<file path="config.mk">
export PLATFORM = sky130hd
export DESIGN_NAME = mux
export DESIGN_NICKNAME = d
export VERILOG_FILES = /design/src/rtl/mux.sv
export SDC_FILE = /design/constraint.sdc
export NUM_CORES = 1
export LEC_CHECK = 0
export BUFFER_PORTS_ARGS = -buffer_cell sky130_fd_sc_hd__buf_2
export CAP_MARGIN = 20
export CORE_ASPECT_RATIO = 0.8
export CORE_UTILIZATION = 37
export CTS_BUF_LIST = sky130_fd_sc_hd__clkbuf_4 sky130_fd_sc_hd__clkbuf_8 sky130_fd_sc_hd__clkbuf_16
export CTS_CLUSTER_DIAMETER = 150
export DETAILED_ROUTE_END_ITERATION = 10
export GPL_TIMING_DRIVEN = 0
export HOLD_SLACK_MARGIN = 0.12
export MAX_ROUTING_LAYER = met4
export PLACE_DENSITY = 0.79
export SLEW_MARGIN = 20
export SYNTH_ARGS = -nofsm -noshare
export SYNTH_HDL_FRONTEND = slang
export SYNTH_SLANG_ARGS = --single-unit
</file>
<file path="constraint.sdc">
create_clock -name clk -period 2.2 [get_ports clk]
set_input_delay 0.22 -clock clk [delete_from_list [all_inputs] [get_ports clk]]
set_output_delay 0.22 -clock clk [all_outputs]
set_load 0.03 [all_outputs]
</file>
<file path="src/rtl/mux.sv">
// mux: two-port flit selector with fixed port-0 priority and registered outputs.
// Optional MUX_DATA_GATE_EN holds odata on idle cycles to cut switching.
module mux #(
  parameter int DATA_W = 66,
  parameter int VCH_W  = 2,
  parameter int SEL_W  = 5
) (
  input  logic              clk,
  input  logic              rst,
  input  logic [DATA_W-1:0] idata_0,
  input  logic              ivalid_0,
  input  logic [VCH_W-1:0]  ivch_0,
  input  logic [DATA_W-1:0] idata_1,
  input  logic              ivalid_1,
  input  logic [VCH_W-1:0]  ivch_1,
  input  logic [SEL_W-1:0]  sel,
  output logic [DATA_W-1:0] odata,
  output logic              ovalid,
  output logic [VCH_W-1:0]  ovch
);
  logic [DATA_W-1:0] data_d, data_q;
  logic              valid_d, valid_q;
  logic [VCH_W-1:0]  vch_d, vch_q;
  logic              unused_sel;
  assign unused_sel = ^sel;
  always_comb begin
    data_d  = sel[0] ? idata_0  : sel[1] ? idata_1 : '0;
    valid_d = sel[0] ? ivalid_0 : sel[1] & ivalid_1;
    vch_d   = sel[0] ? ivch_0   : sel[1] ? ivch_1  : '0;
  end
  always_ff @(posedge clk or posedge rst) begin
    if (rst) begin
      data_q  <= '0;
      valid_q <= 1'b0;
      vch_q   <= '0;
    end else begin
      valid_q <= valid_d;
      vch_q   <= vch_d;
`ifdef MUX_DATA_GATE_EN
      if (valid_d) data_q <= data_d;
`else
      data_q  <= data_d;
`endif
    end
  end
  assign odata  = data_q;
  assign ovalid = valid_q;
  assign ovch   = vch_q;
endmodule

</file>
==> results of run 1 <==
## cells by family after synthesis
| group | count (synthesis) | share of synthesized area |
|---|---|---|
| buf+inv | 16 | 0.04032 |
| flops | 69 | 0.7044 |
| compound gates | 69 | 0.2435 |
| simple gates | 5 | 0.01174 |
## cells in the mapped netlist
library cell | n | area [sq um]
buf_6 | 4 | 45.04
nand2_1 | 4 | 15.01
clkbuf_1 | 6 | 22.52
inv_1 | 1 | 3.750
nor2b_4 | 1 | 13.76
buf_4 | 1 | 7.510
a22o_1 | 67 | 586.8
dfrtp_1 | 69 | 1727
buf_2 | 4 | 20.02
o21ai_1 | 2 | 10.01
## stage by stage
| step | hold WS (ns) | utilization | worst slack (ns) |
|---|---|---|---|
| 2_1_floorplan | 0.3425 | - | 0.2401 |
| 3_3_place_gp | 0.4355 | 0.5621 | -0.4905 |
| 3_5_place_dp | 0.2311 | 0.5656 | 1.049 |
==> reports/qor.txt, run 1 <==
Post-DP HPWL - 5380 um
Rows - 26
Placed Cells - 453
Post-Synthesis Cell Area - 2451 sq um
Mean Syn Cell Area - 15.42 sq um
Post-DP Area - 3625 sq um
Syn_nets - 304
CTS sink cnt - 69
Flops & latches, synth - 69
Err - [ERROR RSZ-0060] Max buffer count reached.
Die width - 93 um
Seq/Total Area, Yosys - 0.7044
H-Tree Depth - 3
Gate Count Post-Synth - 159
Routability cong. - 0.7446
Yosys warns - 0
I/O Buffers - 209
Fail Step - 4_1_cts
Status - stopped before the end
Hold buffers post-CTS - 101
TritonCTS Buffers - 9
# IOs - 214
Die height - 74.80 um
Post-CTS setup buffer count - 0
Root buf cell - clkbuf_8
Deepest clock path buffer count - 2
Initial core utilization - 0.3825
Netlist cell types - 10
Resized Gates After CTS - 0
==> run 2, diff against run 1 <==
==> config.mk (replaced) <==
export PLATFORM = sky130hd
export DESIGN_NAME = mux
export DESIGN_NICKNAME = d
export VERILOG_FILES = /design/src/rtl/mux.sv
export SDC_FILE = /design/constraint.sdc
export NUM_CORES = 1
export LEC_CHECK = 0
export BUFFER_PORTS_ARGS = -buffer_cell sky130_fd_sc_hd__buf_2
export CAP_MARGIN = 20
export CORE_UTILIZATION = 37
export DETAILED_ROUTE_END_ITERATION = 10
export GPL_TIMING_DRIVEN = 0
export PLACE_DENSITY_LB_ADDON = 0.15
export SLEW_MARGIN = 20
export SYNTH_ARGS = -nofsm -noshare
export SYNTH_HDL_FRONTEND = slang
export SYNTH_SLANG_ARGS = --single-unit
==> run 2 against run 1 <==
Compared with the run above:
- the run now ends clean
- synthesized area is the same
- synthesized cell count is the same
==> reports/qor.txt, run 2 <==
Max frequency - 899.6 MHz
Delay-heaviest family, CP - flip-flops
Post-DP HPWL - 5356 um (-0.44%)
TritonCTS Buffers - 9 (unchanged)
RSZ-0062 raised after global routing - false
Worst Hold Depth - 2
Critical path fanouts, max - 1
WL per Instance - 14.88 um
Worst stage delay on the critical path - 0.38 ns
Worst EP arrival - 0.89 ns
Initial core utilization - 0.3838 (+0.001349)
Post-CTS setup buffer count - 0 (unchanged)
Nets - 526
Seq/Total Area, Yosys - 0.7044 (unchanged)
Pwr Density - 773.9 nW/um^2
PnR Total Power - 2.946 mW
Clk slew on worst S/H paths - 0.07 ns
Period utilization - 0.5053
Filler cells - 560
WP buf/inv - 1
Status - completed
Worst-path cell chain - buf_2
Layout cells sized above 1 - 0.6068
Endpoint type of the worst setup path - output pin
Max Cap Viol - 0
Routed vias/inst - 4.757
# diodes - 0
Core area - 6386 sq um
Syn_nets - 304 (unchanged)
Post-Synthesis Cell Area - 2451 sq um (unchanged)
Peak supply drop - 0.0004180 V
CP Data Required Time - 1.98 ns
I/O Buffers - 209 (unchanged)
Layout area overhead - 55.28%
Routability cong. - 0.7273 (-2.3%)
First-pass GRT wire length - 11340 um
# IOs - 214 (unchanged)
Leading area contributor after synthesis - dfrtp_1
DRT iter0 DRCs - 25
CP startpoint kind - flip-flop
Routed WL - 6859 um
H-Tree Depth - 3 (unchanged)
Pleak - 2.145 nW
Flops & latches, synth - 69 (unchanged)
FF+latch area - 1727 sq um
Die height - 83.39 um (+11%)
Most common cell after layout, fill and taps aside - buf_2
Ys async rst share - 1.000 (unchanged)
Max-slew violation count - 0
Rows - 29 (+12%)
Via count - 2193
Die width - 83.39 um (-10%)
Gate Count Post-Synth - 159 (unchanged)
Post-synth top area share - 0.7044 (unchanged)
Deepest clock path buffer count - 2 (unchanged)
Die area - 6954 sq um
Pin count of the biggest net entering global routing - 36
Slew HR - 0.7040
Post-route ant nets - 0
CTS tree - done
Top-count cell post-synth - dfrtp_1
Area of the multi-input gates - 625.6 sq um
Top FF cell, synth - dfrtp_1
Fin Setup TNS - 0 ns
Number of flops mapped to enable cells by yosys - 0 (unchanged)
Most frequent cells in the layout - buf_2, dfrtp_1, a22o_1, clkbuf_8, clkbuf_1
CTS sink cnt - 69 (unchanged)
Critical path class - flip-flop to output pin
DRC violations left - 0
Initial antenna violation count - 0
Final setup viols - 0
Slowest CP cell - dfrtp_1
Overflow after GRT - 0
Root buf cell - clkbuf_8
Yosys warns - 0 (unchanged)
Worst min path class - primary input to flip-flop
Pre-Repair DR Iteration Count - 4
Netlist cell types - 10 (unchanged)
Mean Syn Cell Area - 15.42 sq um (unchanged)
Final Hold Violating Endpoints - 0
Worst-margin pin slew - 0.4441 ns
Number of global-route vias before repair - 2349
Synth top cells by count - dfrtp_1, a22o_1, clkbuf_1
Resized Gates After CTS - 0 (unchanged)
Synth area leaders - dfrtp_1, a22o_1, buf_6
Total GRT Usage - 0.2139
Tmin final - 1.112 ns
Worst Hold Launch - idata_1[11]
Max reg flops - 66
Core Util, Final - 0.5960
Hold Crit Endpoint - odata[11]$_DFF_PP0_
## run 2: repair_timing
| action | in CTS | in global routing |
|---|---|---|
| setup endpoints to repair | 0 | 0 |
| endpoints found under the hold margin | 34 | 0 |
| hold buffers | 1 | 0 |
## run 2: stage by stage
stage | std cells | hold WS, ns | instance area (sq um) | setup slack [ns]
2_1_floorplan | 159 | 0.3425 | 2451 | 0.2401
3_3_place_gp | 445 | 0.4375 | 3593 | -0.5133
3_5_place_dp | 446 | 0.2689 | 3616 | 1.094
4_1_cts | 461 | 0.07817 | 3806 | 1.071
5_1_grt | 461 | 0.07667 | 3806 | 1.047
6_report | 461 | 0.09756 | 3806 | 1.088
## run 2: metal layers
layer  part of all wire  GRT usage  up-vias
li1                   -          -     1044
met1               0.37     0.2408      999
met2               0.51     0.3547      130
met3              0.085    0.07058       20
met4              0.032     0.1238        0
met5                  0          0        -
## run 2: layout make-up
type | instances | share of cell area
plain buffers | 15 | 0.02498
clock inverters | 2 | 0.009204
well taps | 77 | 0.02531
multi-input cells | 74 | 0.1644
repair buffers | 211 | 0.2827
clock buffers | 12 | 0.03813
flip-flops and latches | 69 | 0.4537
inverters | 1 | 0.001644
## run 2: worst max-delay path by stage
stage	start	to	slack (ns)	cells past startpoint
global route	odata[14]$_DFF_PP0_	odata[14]	1.05	1
global placement	rst	odata[38]$_DFF_PP0_	-0.51	2
finish	odata[33]$_DFF_PP0_	odata[33]	1.09	1
CTS	odata[14]$_DFF_PP0_	odata[14]	1.07	1
floorplan	rst	odata[0]$_DFF_PP0_	0.24	1
detailed placement	sel[0]	odata[37]$_DFF_PP0_	1.09	5
## run 2: power by group
part | internal [mW] | switching [mW] | total, mW
registers | 1.36 | 0.0213 | 1.38
logic | 0.238 | 0.362 | 0.600
clock network | 0.541 | 0.423 | 0.965
total | 2.14 | 0.806 | 2.95
## run 2: logic make-up (layout without fill, tap and decap cells)
kind of cell / count (synthesis) / in the layout / synth area share
AO/OA/AOI/OAI: 69 / 69 / 0.2435
buffers and inverters: 16 / 241 / 0.04032
flip-flops: 69 / 69 / 0.7044
AND/OR/NAND/NOR: 5 / 5 / 0.01174
No activity file was read; power rests on OpenSTA's default activity.
